### config.mk
export PLATFORM = sky130hd
export DESIGN_NAME = hgcal_fc_param_serializer_flat
export DESIGN_NICKNAME = d
export VERILOG_FILES = /design/src/rtl/hgcal_fc_param_serializer_if.sv /design/src/rtl/hgcal_fc_param_serializer.sv /design/src/flat_wrapper.sv
export SDC_FILE = /design/constraint.sdc
export NUM_CORES = 1
export LEC_CHECK = 0
export BUFFER_PORTS_ARGS = -buffer_cell sky130_fd_sc_hd__buf_2
export CORE_ASPECT_RATIO = 0.7
export CORE_MARGIN = 2
export CORE_UTILIZATION = 33
export DETAILED_ROUTE_END_ITERATION = 12
export PLACE_DENSITY_LB_ADDON = 0.08
export SLEW_MARGIN = 20
export SYNTH_ARGS = -nofsm -noshare
export SYNTH_HDL_FRONTEND = slang
export SYNTH_SLANG_ARGS = --single-unit
### constraint.sdc
create_clock -name clk320 -period 1.59 [get_ports clk320]
set_input_delay 0.3975 -clock clk320 [delete_from_list [all_inputs] [get_ports clk320]]
set_output_delay 0.3975 -clock clk320 [all_outputs]
set_load 0.05 [all_outputs]
### src/rtl/hgcal_fc_param_serializer_if.sv
// rtl/hgcal_fc_param_serializer_if.sv - parallel-word / serial-lane bundle for the fast-control serializer
interface hgcal_fc_param_serializer_if #(
   parameter int RATIO = 8,
   parameter int NCH   = 1
);
   logic                   sync_in;
   logic [NCH*RATIO-1:0]   data_in;
   logic                   data_valid;
   logic                   msb_first;
   logic [NCH-1:0]         serial_out;
   logic                   frame_start;
   logic                   word_ack;
   logic                   locked;
   logic [7:0]             misalign_count;

   modport master (
      output sync_in, data_in, data_valid, msb_first,
      input  serial_out, frame_start, word_ack, locked, misalign_count
   );

   modport slave (
      input  sync_in, data_in, data_valid, msb_first,
      output serial_out, frame_start, word_ack, locked, misalign_count
   );
endinterface

### src/rtl/hgcal_fc_param_serializer.sv
// rtl/hgcal_fc_param_serializer.sv - N:1 multi-lane fast-control serializer with frame-lock monitor
module hgcal_fc_param_serializer #(
   parameter int               RATIO      = 8,
   parameter int               NCH        = 1,
   parameter logic [RATIO-1:0] IDLE_WORD  = 'hAC,
   parameter int               LOCK_COUNT = 4
) (
   input  logic                          clk320,
   input  logic                          reset_n,
   hgcal_fc_param_serializer_if.slave    bus
);
   localparam int             PW      = $clog2(RATIO);
   localparam logic [PW-1:0]  PH_LAST = PW'(RATIO - 1);
   localparam logic [3:0]     LOCK_N  = 4'(LOCK_COUNT);

   logic [PW-1:0]             ph_q, ph_d;
   logic [NCH-1:0][RATIO-1:0] sreg_q, sreg_d;
   logic                      order_q, order_d;
   logic [NCH-1:0]            serial_q, serial_d;
   logic                      load_q, load_d;
   logic                      frame_q, frame_d;
   logic                      ack_q, ack_d;
   logic                      locked_q, locked_d;
   logic [3:0]                good_q, good_d;
   logic [7:0]                mis_q, mis_d;
   logic                      at_last;
   logic                      load;

   always_comb begin
      at_last  = (ph_q == PH_LAST);
      load     = at_last || bus.sync_in;
      ph_d     = load ? '0 : ph_q + PW'(1);
      order_d  = load ? bus.msb_first : order_q;
      sreg_d   = sreg_q;
      serial_d = serial_q;
      for (int c = 0; c < NCH; c++) begin
         serial_d[c] = order_q ? sreg_q[c][RATIO-1] : sreg_q[c][0];
         if (load)
            sreg_d[c] = bus.data_valid ? bus.data_in[c*RATIO +: RATIO] : IDLE_WORD;
         else if (order_q)
            sreg_d[c] = {sreg_q[c][RATIO-2:0], 1'b0};
         else
            sreg_d[c] = {1'b0, sreg_q[c][RATIO-1:1]};
      end
      // load is carried one extra stage so frame_start coincides with the first serial bit
      load_d   = load;
      frame_d  = load_q;
      ack_d    = load && bus.data_valid;
      good_d   = good_q;
      locked_d = locked_q;
      mis_d    = mis_q;
      if (bus.sync_in) begin
         if (at_last) begin
            good_d = (good_q >= LOCK_N) ? LOCK_N : good_q + 4'd1;
            if (good_d == LOCK_N)
               locked_d = 1'b1;
         end else begin
            good_d   = '0;
            locked_d = 1'b0;
            mis_d    = (mis_q == 8'hFF) ? mis_q : mis_q + 8'd1;
         end
      end
   end

   always_ff @(posedge clk320 or negedge reset_n) begin
      if (!reset_n) begin
         ph_q     <= '0;
         sreg_q   <= '0;
         order_q  <= 1'b1;
         serial_q <= '0;
         load_q   <= 1'b0;
         frame_q  <= 1'b0;
         ack_q    <= 1'b0;
         locked_q <= 1'b0;
         good_q   <= '0;
         mis_q    <= '0;
      end else begin
         ph_q     <= ph_d;
         sreg_q   <= sreg_d;
         order_q  <= order_d;
         serial_q <= serial_d;
         load_q   <= load_d;
         frame_q  <= frame_d;
         ack_q    <= ack_d;
         locked_q <= locked_d;
         good_q   <= good_d;
         mis_q    <= mis_d;
      end
   end

   assign bus.serial_out     = serial_q;
   assign bus.frame_start    = frame_q;
   assign bus.word_ack       = ack_q;
   assign bus.locked         = locked_q;
   assign bus.misalign_count = mis_q;
endmodule

### src/flat_wrapper.sv
// flat-port wrapper written by rule: the top's interface ports become plain ports
module hgcal_fc_param_serializer_flat 
#(
   parameter int               RATIO      = 8,
   parameter int               NCH        = 1,
   parameter logic [RATIO-1:0] IDLE_WORD  = 'hAC,
   parameter int               LOCK_COUNT = 4
)
  (clk320, reset_n, bus_sync_in, bus_data_in, bus_data_valid, bus_msb_first, bus_serial_out, bus_frame_start, bus_word_ack, bus_locked, bus_misalign_count);
  hgcal_fc_param_serializer_if #(.RATIO(RATIO), .NCH(NCH)) bus_i ();
  input  logic clk320;
  input  logic reset_n;
  input wire logic [$bits(bus_i.sync_in)-1:0] bus_sync_in;
  input wire logic [$bits(bus_i.data_in)-1:0] bus_data_in;
  input wire logic [$bits(bus_i.data_valid)-1:0] bus_data_valid;
  input wire logic [$bits(bus_i.msb_first)-1:0] bus_msb_first;
  output wire logic [$bits(bus_i.serial_out)-1:0] bus_serial_out;
  output wire logic [$bits(bus_i.frame_start)-1:0] bus_frame_start;
  output wire logic [$bits(bus_i.word_ack)-1:0] bus_word_ack;
  output wire logic [$bits(bus_i.locked)-1:0] bus_locked;
  output wire logic [$bits(bus_i.misalign_count)-1:0] bus_misalign_count;
  assign bus_i.sync_in = bus_sync_in;
  assign bus_i.data_in = bus_data_in;
  assign bus_i.data_valid = bus_data_valid;
  assign bus_i.msb_first = bus_msb_first;
  assign bus_serial_out = bus_i.serial_out;
  assign bus_frame_start = bus_i.frame_start;
  assign bus_word_ack = bus_i.word_ack;
  assign bus_locked = bus_i.locked;
  assign bus_misalign_count = bus_i.misalign_count;
  hgcal_fc_param_serializer #(.RATIO(RATIO), .NCH(NCH), .IDLE_WORD(IDLE_WORD), .LOCK_COUNT(LOCK_COUNT)) u_core (.clk320(clk320), .reset_n(reset_n), .bus(bus_i));
endmodule
==> metrics.cfg <==
[outcome]
status=finished, violations left
violations=setup timing

[synthesis]
synth_edf_count=0
syn_nets=128
yosysSeqAreaShare_pct=56.8
synth-simple-area-share_pct=18.2
synth.area.top_cells=dfrtp_1 55%, mux2i_1 4.7%, ha_1 3.9%
synth_area_per_cell_um2=11.5
synth_seq_cells=29
synthFlopType=dfrtp_1
syn_area_um2=1280
synth_xor_area_share_pct=3.42
synth_warnings=0
synth.distinct_cells=30
synth_fa_ha_area_share_pct=3.91
synth_compound_area_share_pct=5.96
synth_top_family_by_area=simple AND/OR/NAND/NOR gates
async_reset_ff_share_pct=100
postSynthCellCount=111
yosysTopAreaCellShare_pct=54.7
muxShareOfSynthArea_pct=8.50
yosys.area.top_type=dfrtp_1

[worst_setup_path]
r2r-start=u_core.ph_q[0]$_DFF_PN0_
r2r_end=u_core.bus.misalign_count[6]$_DFFE_PN0P_
crit_required_ps=1750
critPathBufInv=0
reg2reg_slack_ps=-60
end_kind=flop
cp_slowest_cell=dfrtp_1
max_stage_delay_ps=380
timing_worst_setup_path_type=reg -> reg
worstSetupStartpointType=flop
path_delay_family=simple AND/OR/NAND/NOR gates
cp_max_fo=4
path_cells=ha_2, ha_4, and2b_4, and2_4, nand3_2, mux2_4
arrival_ps=1810
ff2ff_path_depth=6

[clock_tree]
cts_buffers=5
path_clk_slew_ps=70
htree_levels=2
cts.sinks=29
cts-root-buf=clkbuf_8
cts_buffer_depth=2
cts_tree=built
hold_buffers=0
clkLatencyLatePin_ps=270

[sta]
fin_ws_ps=-58.2
fmaxAchievable_mhz=607
finalCritPeriodShare_pct=104
hold_viol=0
skew_ps=6.83
worstMarginPinSlew_ps=363
period_needed_ps=1650
max-slew-margin-rel_pct=75.8
slew_violations=0
tns_ps=-77.6
holdWs_ps=30.1
finalSetupViolCount=3
rsz0062_at_grt=true

[placed_design]
numPortBuffers=24
placedCellCount=188
hpwlAfterDp_um=1920
gp_congestion=0.765

[layout]
utilization_pct=45.0
area.growth.synth_to_final_pct=27.4
num-nets-final=164
stdcell_count=198
drive_gt1_share_pct=39.9
antenna_cells=0

[die]
die_h_um=56.1
start_util_pct=35.3
fp.dieArea_um2=4400
core_area_um2=3630
ioPinCount=25
die_w_um=78.4
fp-row-count=18

[grt]
grtUsageTotal_pct=13.1
grt_overflow=0
grt_pass1_wl_um=4320
antenna_found_initial=0
grt_pass1_vias=904
grt_max_degree=16

[power_and_ir_drop]
seqPwrFrac_pct=42.0
power_density_nw_per_um2=1490
p_int_mw=1.51
power.share.switching_pct=37.7
combPwrFrac_pct=30.8
irDropWorstVdd_uv=899
p_sw_mw=0.917
p_clk_share_pct=27.2
leakagePower_nw=0.781
design_power_total_mw=2.43

[route]
firstDrtPassIters=4
drt-total-wl_um=2590
ant_nets=0
post_drt_via_cell_ratio=4.72
drc_errors=0
vias=934
drt-initial-drc-count=30
wl_per_cell_um=13.1

[job]
cap_violations=0

[hold_path]
hold_class=in -> async

## cell usage in the layout (no fill, tap or decap), types with 2 or more instances in the layout
master    synthesis  layout
nand2_1           8       8
inv_1             5       4
mux2_2            3       3
xor2_1            3       3
clkbuf_8          0       7
and2_1            3       3
nor2_1            6       5
a21oi_1           6       6
mux2i_1           6       6
ha_1              4       2
nor3b_1           3       3
dfrtp_2           0       3
dfrtp_1          28      25
nand3_1           6       6
nand4_1           4       4
xnor2_1           2       2
buf_2             3      24
buf_4             1       9
o21ai_0           7       7
## final cells by class
class	count	area [um^2]
fill	370	2000
clock buffer	7	96.3
sequential	29	731
timing repair buffer	33	188
clock inverter	1	5.00
tap	50	62.6
inverter	5	18.8
multi-input combinational	73	529
## how the worst max path moves through the flow
stage                             startpoint  cells past startpoint  slack, ps                                  endpoint
detailed placement  u_core.ph_q[0]$_DFF_PN0_                      6        -70  u_core.bus.misalign_count[6]$_DFFE_PN0P_
global route        u_core.ph_q[0]$_DFF_PN0_                      6       -100  u_core.bus.misalign_count[6]$_DFFE_PN0P_
finish              u_core.ph_q[0]$_DFF_PN0_                      6        -60  u_core.bus.misalign_count[6]$_DFFE_PN0P_
floorplan           u_core.ph_q[0]$_DFF_PN0_                      6        -20  u_core.bus.misalign_count[6]$_DFFE_PN0P_
global placement    u_core.ph_q[0]$_DFF_PN0_                      6        -20  u_core.bus.misalign_count[6]$_DFFE_PN0P_
CTS                 u_core.ph_q[0]$_DFF_PN0_                      6        -60  u_core.bus.misalign_count[6]$_DFFE_PN0P_
## synth_stat cells, drive strengths merged (2+ instances only)
cell type and n:
nand3 7, nand2 8, buf 4, nand4 5, and2 4, nor3b 4, ha 4, inv 5
a21oi 6, nor2 6, xnor2 2, xor2 3, mux2i 6, mux2 4, dfrtp 28, o21ai 8
## kinds of logic (layout without fill, tap and decap cells)
| kind of cell | count (synthesis) | count (layout) |
|---|---|---|
| buffers and inverters | 9 | 46 |
| multiplexers | 10 | 10 |
| flip-flops | 29 | 29 |
| XOR/XNOR | 5 | 5 |
| AO/OA/AOI/OAI | 15 | 15 |
| AND/OR/NAND/NOR | 39 | 39 |
| adder cells (fa/ha/maj) | 4 | 4 |
## per-layer routing
metal,global-route usage [%],vias up,wire (um)
li1,-,453,-
met1,18.3,464,1300
met2,18.5,15,1150
met3,5.03,2,122
met5,0,-,0
met4,4.51,0,17
## metrics by stage
| step | area, um^2 | setup WS [ps] |
|---|---|---|
| 4_1_cts | 1630 | -61.8 |
| 5_1_grt | 1630 | -98.6 |
| 3_5_place_dp | 1510 | -65.4 |
| 6_report | 1630 | -58.2 |
| 2_1_floorplan | 1300 | -23.2 |
| 3_3_place_gp | 1510 | -18.0 |
## sequential cells by signal, summed over array words and instances (netlist names)
register	flops
u_core.bus.misalign_count	8
u_core.sreg_q	8
u_core.good_q	4
u_core.ph_q	3
u_core.bus.frame_start	1
u_core.bus.locked	1
u_core.bus.serial_out	1
u_core.bus.word_ack	1
u_core.frame_d	1
u_core.order_q	1
## power groups by stage
stage	logic (mW)	registers (mW)	clock network, mW
floorplan	0.227	1.32	0
global placement	0.731	1.03	0
detailed placement	0.747	1.03	0
CTS	0.757	1.02	0.682
global route	0.802	1.05	0.724
finish	0.749	1.02	0.660
## what timing repair did
item,in CTS,in global routing
pin swaps,2,1
resized for setup,0,2
buffers inserted,2,0
endpoints found under the setup margin,4,12
Note: power is estimated with default switching activity, not from simulation.
